File: src/rtl/branch_pkg.sv
// Shared types and constants for the branch predictor update-side controller.
package branch_pkg;

  localparam int unsigned PC_WIDTH = 32;

  // One in-flight prediction: the branch PC and the direction the predictor gave.
  typedef struct packed {
    logic [PC_WIDTH-1:0] pc;
    logic                pred;
  } inflight_entry_t;

endpackage

File: src/rtl/branch_inflight_fifo.sv
// In-order queue of issued predictions awaiting resolution.
// Storage is indexed by wrapping pointers; occupancy is kept in its own
// counter so full and empty never need pointer comparison.
module branch_inflight_fifo
  import branch_pkg::*;
#(
  parameter int unsigned p_depth = 4
) (
  input  logic                     clk,
  input  logic                     reset,
  input  logic                     in_val,
  output logic                     in_rdy,
  input  inflight_entry_t          in_data,
  output logic                     out_val,
  input  logic                     out_rdy,
  output inflight_entry_t          out_data,
  output logic [$clog2(p_depth):0] occupancy
);

  localparam int unsigned PTR_W = $clog2(p_depth);
  localparam int unsigned OCC_W = PTR_W + 1;
  localparam logic [OCC_W-1:0] OCC_FULL  = OCC_W'(p_depth);
  localparam logic [OCC_W-1:0] OCC_EMPTY = {OCC_W{1'b0}};
  localparam logic [OCC_W-1:0] OCC_ONE   = OCC_W'(1'b1);
  localparam logic [PTR_W-1:0] PTR_ONE   = PTR_W'(1'b1);

  inflight_entry_t  mem_q [p_depth];
  logic [PTR_W-1:0] wr_ptr_q, wr_ptr_d;
  logic [PTR_W-1:0] rd_ptr_q, rd_ptr_d;
  logic [OCC_W-1:0] occ_q, occ_d;
  logic             push_s;
  logic             pop_s;

  // No bypass: a full queue refuses a push even if a pop happens this cycle,
  // and a freshly pushed entry is not visible at the head until next cycle.
  assign in_rdy    = (occ_q != OCC_FULL);
  assign out_val   = (occ_q != OCC_EMPTY);
  assign push_s    = in_val && in_rdy;
  assign pop_s     = out_val && out_rdy;
  assign out_data  = mem_q[rd_ptr_q];
  assign occupancy = occ_q;

  // Next-state for pointers (wrap naturally, depth is a power of two) and occupancy.
  always_comb begin
    wr_ptr_d = wr_ptr_q;
    rd_ptr_d = rd_ptr_q;
    occ_d    = occ_q;
    if (push_s) begin
      wr_ptr_d = wr_ptr_q + PTR_ONE;
    end else begin
      wr_ptr_d = wr_ptr_q;
    end
    if (pop_s) begin
      rd_ptr_d = rd_ptr_q + PTR_ONE;
    end else begin
      rd_ptr_d = rd_ptr_q;
    end
    case ({push_s, pop_s})
      2'b10:   occ_d = occ_q + OCC_ONE;
      2'b01:   occ_d = occ_q - OCC_ONE;
      default: occ_d = occ_q;
    endcase
  end

  // Entry storage; writes are suppressed while reset is asserted.
  always_ff @(posedge clk) begin
    if (reset && push_s) begin
      mem_q[wr_ptr_q] <= in_data;
    end
  end

  // Pointer and occupancy registers with synchronous active-low reset.
  always_ff @(posedge clk) begin
    if (!reset) begin
      wr_ptr_q <= {PTR_W{1'b0}};
      rd_ptr_q <= {PTR_W{1'b0}};
      occ_q    <= OCC_EMPTY;
    end else begin
      wr_ptr_q <= wr_ptr_d;
      rd_ptr_q <= rd_ptr_d;
      occ_q    <= occ_d;
    end
  end

endmodule

File: src/rtl/branch_update_ctrl.sv
// Update-side controller for the global branch predictor: forwards the fetch
// PC to the predictor, queues each prediction, and on resolution drives a
// registered update strobe, a mispredict pulse and saturating accuracy counters.
module branch_update_ctrl
  import branch_pkg::*;
#(
  parameter int unsigned p_depth     = 4,
  parameter int unsigned p_cnt_width = 16
) (
  input  logic                     clk,
  input  logic                     reset,
  input  logic                     fetch_val,
  output logic                     fetch_rdy,
  input  logic [PC_WIDTH-1:0]      fetch_pc,
  output logic [PC_WIDTH-1:0]      pred_pc,
  input  logic                     pred_in,
  output logic                     fetch_pred,
  input  logic                     resolve_val,
  output logic                     resolve_rdy,
  input  logic                     resolve_taken,
  output logic [PC_WIDTH-1:0]      resolve_pc,
  output logic                     update_en,
  output logic                     update_val,
  output logic                     mispredict,
  output logic [$clog2(p_depth):0] occupancy,
  output logic [p_cnt_width-1:0]   total_cnt,
  output logic [p_cnt_width-1:0]   mispred_cnt
);

  localparam logic [p_cnt_width-1:0] CNT_MAX  = {p_cnt_width{1'b1}};
  localparam logic [p_cnt_width-1:0] CNT_ZERO = {p_cnt_width{1'b0}};
  localparam logic [p_cnt_width-1:0] CNT_ONE  = p_cnt_width'(1'b1);

  inflight_entry_t          push_entry_s;
  inflight_entry_t          head_s;
  logic                     pop_fire_s;
  logic                     mis_s;

  logic                     update_en_q, update_en_d;
  logic                     update_val_q, update_val_d;
  logic                     mispredict_q, mispredict_d;
  logic [p_cnt_width-1:0]   total_cnt_q, total_cnt_d;
  logic [p_cnt_width-1:0]   mispred_cnt_q, mispred_cnt_d;

  assign pred_pc           = fetch_pc;
  assign fetch_pred        = pred_in;
  assign push_entry_s.pc   = fetch_pc;
  assign push_entry_s.pred = pred_in;

  branch_inflight_fifo #(
    .p_depth (p_depth)
  ) u_fifo (
    .clk       (clk),
    .reset     (reset),
    .in_val    (fetch_val),
    .in_rdy    (fetch_rdy),
    .in_data   (push_entry_s),
    .out_val   (resolve_rdy),
    .out_rdy   (resolve_val),
    .out_data  (head_s),
    .occupancy (occupancy)
  );

  assign resolve_pc = head_s.pc;
  assign pop_fire_s = resolve_val && resolve_rdy;
  assign mis_s      = head_s.pred ^ resolve_taken;

  // Next-state for the update stage and the saturating counters.
  always_comb begin
    update_en_d   = pop_fire_s;
    mispredict_d  = pop_fire_s && mis_s;
    update_val_d  = update_val_q;
    total_cnt_d   = total_cnt_q;
    mispred_cnt_d = mispred_cnt_q;
    if (pop_fire_s) begin
      update_val_d = resolve_taken;
      if (total_cnt_q != CNT_MAX) begin
        total_cnt_d = total_cnt_q + CNT_ONE;
      end else begin
        total_cnt_d = total_cnt_q;
      end
      if (mis_s && (mispred_cnt_q != CNT_MAX)) begin
        mispred_cnt_d = mispred_cnt_q + CNT_ONE;
      end else begin
        mispred_cnt_d = mispred_cnt_q;
      end
    end else begin
      update_val_d = update_val_q;
    end
  end

  // Update-stage and counter registers; reset wins over any same-cycle pop.
  always_ff @(posedge clk) begin
    if (!reset) begin
      update_en_q   <= 1'b0;
      update_val_q  <= 1'b0;
      mispredict_q  <= 1'b0;
      total_cnt_q   <= CNT_ZERO;
      mispred_cnt_q <= CNT_ZERO;
    end else begin
      update_en_q   <= update_en_d;
      update_val_q  <= update_val_d;
      mispredict_q  <= mispredict_d;
      total_cnt_q   <= total_cnt_d;
      mispred_cnt_q <= mispred_cnt_d;
    end
  end

  assign update_en   = update_en_q;
  assign update_val  = update_val_q;
  assign mispredict  = mispredict_q;
  assign total_cnt   = total_cnt_q;
  assign mispred_cnt = mispred_cnt_q;

endmodule

File: config.mk
export PLATFORM = sky130hd
export DESIGN_NAME = branch_update_ctrl
export DESIGN_NICKNAME = d
export VERILOG_FILES = /design/src/rtl/branch_pkg.sv /design/src/rtl/branch_inflight_fifo.sv /design/src/rtl/branch_update_ctrl.sv
export SDC_FILE = /design/constraint.sdc
export NUM_CORES = 1
export LEC_CHECK = 0
export ABC_AREA = 1
export BUFFER_PORTS_ARGS = -buffer_cell sky130_fd_sc_hd__buf_2
export CAP_MARGIN = 20
export CORE_ASPECT_RATIO = 0.75
export CORE_MARGIN = 3
export CORE_UTILIZATION = 50
export CTS_CLUSTER_DIAMETER = 200
export DETAILED_ROUTE_END_ITERATION = 10
export GPL_TIMING_DRIVEN = 0
export PLACE_DENSITY = 0.76
export SYNTH_ARGS = -nofsm -noshare
export SYNTH_HDL_FRONTEND = slang
export SYNTH_HIERARCHICAL = 1
export SYNTH_SLANG_ARGS = --single-unit
File: constraint.sdc
create_clock -name clk -period 2.3 [get_ports clk]
set_input_delay 0.115 -clock clk [delete_from_list [all_inputs] [get_ports clk]]
set_output_delay 0.115 -clock clk [all_outputs]
set_load 0.005 [all_outputs]
# Word level (Yosys, flattened, before mapping)
# Memory sizes are Yosys's and may differ from the RTL's. A register that Yosys moved wholly into a read port is not among the register bits.
# Index checks and enable logic that the tools add are counted.
# totals
register_bits	42
ramBits	132
out_inout_bits	105
mem_count	1
# op_classes
add_sub_neg	6
n_eq_ne	5
n_mux	5
bitwise_logic	1
reduce_logical	9
# memory_table
name	words	width	rd	rd_clocked_by_memory_dff	write_ports	line_no	text
u_fifo.mem_q	4	33	1	1	1	branch_inflight_fifo.sv:27	inflight_entry_t mem_q [p_depth];
# ops
cell	count
$add A16 B1 Y16 const B	2
$ne A16 B16 Y1 const B	2
$pmux W3 S2	1
$logic_and A1 B1 Y1	5
$add A2 B1 Y2 const B	2
$mux W2	2
$reduce_and A2 Y1	2
$add A3 B1 Y3 const B	1
$ne A3 B3 Y1 const B	1
$reduce_bool A3 Y1	1
$sub A3 B1 Y3 const B	1
$eq A2 B1 Y1 const B	1
$eq A2 B2 Y1 const B	1
$mux W1	2
$reduce_bool A2 Y1	1
$xor A1 B1 Y1	1

# Logic depth before layout (Yosys ltp)
# logic_depth
depth_word	5
mapped_depth	13
ltp_nobuf	13

# Cells and area by module
# The synthesis kept the hierarchy.
# modules_own_cells
module	instances	cells_each	area_per_inst_um2	seq_area_each_um2
branch_inflight_fifo	1	391	5430.2	4144.0
branch_update_ctrl	1	335	2209.6	700.7

# Worst setup path after synthesis
# No wires, ideal clock.
# synth_timing
path_type	reg2reg
startpoint	register u_fifo.occ_q[1], in the netlist u_fifo/occupancy[1]
endpoint	memory u_fifo/mem_q[0][0] (netlist bit) (enable)
setup_time_ns	0.423
arrival_time_ns	2.153
required_ns	1.877
slack_ns	-0.276
path_stages_with_launch	5
synth_period_minus_slack_ns	2.576
cell_sequence	dfxtp_1 nor2_4 a21boi_2 nand2_1 nor2_1
# synth_between
elab_chain_cells	5
# synth_rtl
item	line_no	text
from (decl)	branch_inflight_fifo.sv:30	logic [OCC_W-1:0] occ_q, occ_d;
from (signal assigned)	branch_inflight_fifo.sv:77	occ_q <= OCC_EMPTY;
from (signal assigned)	branch_inflight_fifo.sv:81	occ_q <= occ_d;
$ne A3 B3 Y1	branch_inflight_fifo.sv:36	assign in_rdy = (occ_q != OCC_FULL);
$logic_and A1 B1 Y1	branch_inflight_fifo.sv:38	assign push_s = in_val && in_rdy;
$logic_and A1 B1 Y1	branch_inflight_fifo.sv:67	if (reset && push_s) begin
$mux W1	branch_inflight_fifo.sv:67	
$mux W1 (implied by the code)	branch_inflight_fifo.sv:68	mem_q[wr_ptr_q] <= in_data;
to (decl)	branch_inflight_fifo.sv:27	
# No other way between the ends.

==> flow_summary.html <==
<table>
<tr><th>Metric</th><th>Value</th></tr>
<tr><th colspan="2">Drt</th></tr>
<tr><td>Met3 WL post-DR</td><td>954 um</td></tr>
<tr><td>Drt initial violations</td><td>382</td></tr>
<tr><td>Per-cell via count in the routed design</td><td>5.10</td></tr>
<tr><td>Met1 WL</td><td>7850 um</td></tr>
<tr><td>Iteration count of the initial detailed-routing pass</td><td>5</td></tr>
<tr><td>Number of vias after detailed routing</td><td>5811</td></tr>
<tr><td>Count of unresolved DRC violations after routing</td><td>0</td></tr>
<tr><td>Final antenna-violating net count</td><td>0</td></tr>
<tr><td>Final wirelength</td><td>17500 um</td></tr>
<tr><td>Routed wirelength normalized by instance count</td><td>15.3 um</td></tr>
<tr><td>Uppermost routed layer</td><td>met4</td></tr>
<tr><td>Met2 wire length</td><td>8400 um</td></tr>
<tr><th colspan="2">Worst setup path</th></tr>
<tr><td>Cell count of the worst reg-to-reg path</td><td>12</td></tr>
<tr><td>Worst Setup Path Type</td><td>flop to flop</td></tr>
<tr><td>Arrival time reported for the critical path endpoint</td><td>2.44 ns</td></tr>
<tr><td>CP startpoint kind</td><td>flop</td></tr>
<tr><td>Highest net fanout along the worst path</td><td>10</td></tr>
<tr><td>Type of element capturing the critical path</td><td>flop</td></tr>
<tr><td>Worst path required time</td><td>2.65 ns</td></tr>
<tr><th colspan="2">Placement</th></tr>
<tr><td>Final RePlAce weighted congestion</td><td>0.863</td></tr>
<tr><td>Place WS</td><td>0.0595 ns</td></tr>
<tr><td>Number of placed instances, taps included</td><td>1072</td></tr>
<tr><td>Final HPWL DP</td><td>11200 um</td></tr>
<tr><td>Number of input and output port buffers inserted</td><td>142</td></tr>
<tr><td>Total cell area at the placement stage</td><td>0.00871 sq mm</td></tr>
<tr><th colspan="2">Cells and area</th></tr>
<tr><td>Total inserted antenna cells</td><td>0</td></tr>
<tr><td>Number of standard cells in the final layout excluding fillers</td><td>1139</td></tr>
<tr><td>Ratio of cells with drive above 1 in the final layout</td><td>0.283</td></tr>
<tr><td>Finished layout cell area</td><td>0.00966 sq mm</td></tr>
<tr><td>Final core utilization</td><td>0.658</td></tr>
<tr><td>Number of nets in the final layout</td><td>972</td></tr>
<tr><td>Count of filler cells inserted in the layout</td><td>1121</td></tr>
<tr><td>Growth of design area from synthesis to finish</td><td>26.5%</td></tr>
<tr><th colspan="2">Global routing</th></tr>
<tr><td>Pin count of the biggest net entering global routing</td><td>27</td></tr>
<tr><td>Global-route wire length before repair</td><td>27500 um</td></tr>
<tr><td>Number of global-route vias before repair</td><td>5439</td></tr>
<tr><td>Total global-route track usage</td><td>0.209</td></tr>
<tr><td>GRT overflow</td><td>0</td></tr>
<tr><td>Antenna violations before repair</td><td>0</td></tr>
<tr><th colspan="2">STA</th></tr>
<tr><td>Total setup violations reported at the end of the flow</td><td>0</td></tr>
<tr><td>Worst slew margin relative to its limit</td><td>0.504</td></tr>
<tr><td>Setup repair after global routing missed its margin</td><td>no</td></tr>
<tr><td>Share of the clock period used by the worst path</td><td>0.909</td></tr>
<tr><td>PnR worst setup slack</td><td>0.210 ns</td></tr>
<tr><td>Pin slew with the least headroom to its limit</td><td>0.744 ns</td></tr>
<tr><td>Max-slew violation count</td><td>0</td></tr>
<tr><td>Clock tree skew after final layout</td><td>0.00619 ns</td></tr>
<tr><td>Sum of negative setup slack</td><td>0 ns</td></tr>
<tr><td>Upper clock frequency limit</td><td>478 MHz</td></tr>
<tr><td>Final hold viol count</td><td>0</td></tr>
<tr><td>Tightest hold margin</td><td>0.0449 ns</td></tr>
<tr><td>Final worst path period need</td><td>2.09 ns</td></tr>
<tr><th colspan="2">Power</th></tr>
<tr><td>Leakage</td><td>3.78 nW</td></tr>
<tr><td>PD cells</td><td>895 mW/mm^2</td></tr>
<tr><td>Worst voltage drop across the vdd grid</td><td>0.000567 V</td></tr>
<tr><td>Final total power</td><td>8.65 mW</td></tr>
<tr><th colspan="2">Die</th></tr>
<tr><td>Ports</td><td>143</td></tr>
<tr><td>Area of the placeable core</td><td>0.0147 sq mm</td></tr>
<tr><td>Die Wd</td><td>149 um</td></tr>
<tr><td>Die outline area</td><td>0.0168 sq mm</td></tr>
<tr><td>Initial core utilization</td><td>0.520</td></tr>
<tr><td>Floorplan row count</td><td>38</td></tr>
<tr><td>Die height</td><td>113 um</td></tr>
<tr><th colspan="2">Hold path</th></tr>
<tr><td>Worst Hold Class</td><td>input port to flop</td></tr>
<tr><td>Number of cells on the worst hold path</td><td>3</td></tr>
<tr><th colspan="2">Logic synthesis</th></tr>
<tr><td>Sequential-to-total area share from yosys stat</td><td>0.634</td></tr>
<tr><td>Number of warnings reported in the yosys synthesis log</td><td>6</td></tr>
<tr><td>Register bit total from synthesis</td><td>176</td></tr>
<tr><td>Mean cell area of the mapped netlist</td><td>10.5 sq um</td></tr>
<tr><td>Portion of synthesized cell area occupied by the leading cell type</td><td>0.519</td></tr>
<tr><td>Total standard cell area after synthesis</td><td>0.00764 sq mm</td></tr>
<tr><td>Synthesized Nets</td><td>772</td></tr>
<tr><td>Cells taking the most area after synthesis</td><td>edfxtp_1, dfxtp_1, nor2_1, nand2_1, o21ai_0</td></tr>
<tr><td>Synth unique cells</td><td>34</td></tr>
<tr><td>Largest area contributor in the netlist</td><td>edfxtp_1</td></tr>
<tr><td>Syn Inst Count</td><td>726</td></tr>
<tr><th colspan="2">Clocking</th></tr>
<tr><td>Root cell of the clock tree</td><td>clkbuf_16</td></tr>
<tr><td>Clock-pin transition on the worst setup and hold timing paths</td><td>0.07 ns</td></tr>
<tr><td>Number of buffers created by CTS</td><td>17</td></tr>
<tr><td>CTS tree</td><td>yes</td></tr>
<tr><td>Maximum root-to-sink buffer count</td><td>2</td></tr>
<tr><td>Number of levels the H-tree was split into</td><td>4</td></tr>
<tr><td>Setup Fix Bufs, Post-CTS</td><td>0</td></tr>
<tr><td>Sinks on the clock net</td><td>176</td></tr>
<tr><td>Clock insertion delay at the later pin of the skew report</td><td>0.42 ns</td></tr>
<tr><th colspan="2">Run status</th></tr>
<tr><td>Status</td><td>complete, no violations</td></tr>
<tr><th colspan="2">Job</th></tr>
<tr><td>Number of max-cap violations</td><td>0</td></tr>
</table>
-- power by group --
part / leakage (nW) / internal [mW] / switching (mW) / total [mW]
clock: 0.284 / 1.46 / 1.36 / 2.82
combinational: 1.94 / 0.842 / 1.22 / 2.06
sequential: 1.56 / 3.62 / 0.141 / 3.76
-- what timing repair did --
action                                  CTS  global route
hold buffers                             36             0
hold endpoints to repair                137             0
endpoints found under the setup margin    0            10
gates resized for setup                   0             4
-- placed cells by master (no fill, tap or decap), types with 2 or more instances in the layout --
cell type / instances
a21oi_2: 10
inv_8: 6
buf_12: 4
clkinv_4: 2
inv_6: 2
clkbuf_16: 17
nand4_1: 5
a21oi_1: 18
nand2_1: 101
ha_1: 7
clkbuf_1: 3
edfxtp_1: 132
buf_2: 149
clkinvlp_4: 2
o22ai_1: 33
inv_2: 2
dlygate4sd3_1: 36
clkinv_8: 3
nor2_1: 134
nand2_2: 4
o21ai_0: 54
inv_1: 44
nand3b_1: 2
dfxtp_1: 43
buf_6: 10
xor2_1: 5
o21ai_1: 18
xnor2_1: 2
buf_4: 33
nand3_1: 30
clkbuf_2: 3
nor3_1: 4
nor2_4: 10
-- worst max-delay path: stages, from the launching register on --
cell and delay, ns:
dfxtp_1 0.37, inv_2 0.10, buf_6 0.15, buf_6 0.16
nor2_1 0.05, o22ai_1 0.23, inv_1 0.06, nand2_1 0.08
nand3_2 0.14, nor2_4 0.22, clkbuf_4 0.25, nand2_1 0.09
a21oi_2 0.12
-- final timing paths --
check	start	endpoint	slack [ns]
worst max-delay path	flop	mispred_cnt[3]	0.21
worst min-delay path	reset	flop	0.04
worst max register to register	flop	mispred_cnt[3]	0.21
worst min register to register	u_fifo/rd_ptr_q[1]	flop	0.49
-- cell type report --
class                   count  area (sq um)  area share
flip-flops and latches    176          4850       0.501
clock inverters            15           166      0.0172
well taps                 200           250      0.0259
plain buffers              59           448      0.0464
multi-input cells         444          2200       0.228
inverters                  46           173      0.0179
clock buffers              17           425      0.0440
repair buffers            182          1150       0.119
-- synthesized netlist by cell type, drive strengths merged --
cell type  number
or2             1
o22ai          33
a21oi          28
nor3            4
o21ai          73
nand2         106
xnor2           2
nand4           5
edfxtp        132
dfxtp          44
nand3b          2
fa              1
xor2            5
ha              7
nand3          31
buf            54
inv            46
nor2          145
clkbuf          6
a21boi          1
-- flip-flops by register name, indices dropped and copies added (netlist names), named ones only --
name and count:
mispred_cnt 16, mispredict 1, total_cnt 16, u_fifo/mem_q 132, u_fifo/occupancy 3, u_fifo/rd_ptr_q 2
u_fifo/wr_ptr_q 2, update_en 1, update_val 1
-- cell families (layout without fill, tap and decap cells) --
family	after synthesis	in the layout	synth area share
AOI/OAI and AO/OA	135	135	0.100
xor gates and xnor gates	7	7	0.00803
adders and majority gates	8	8	0.0141
buffers and inverters	106	319	0.0814
DFF	176	176	0.634
and+or+nand+nor	294	294	0.162
-- layer usage --
layer	vias to the layer above	track usage
met5	-	0
met4	0	0.0701
met3	19	0.0432
met2	190	0.339
met1	2745	0.285
li1	2857	-
Power figures use the tool's default switching activity.
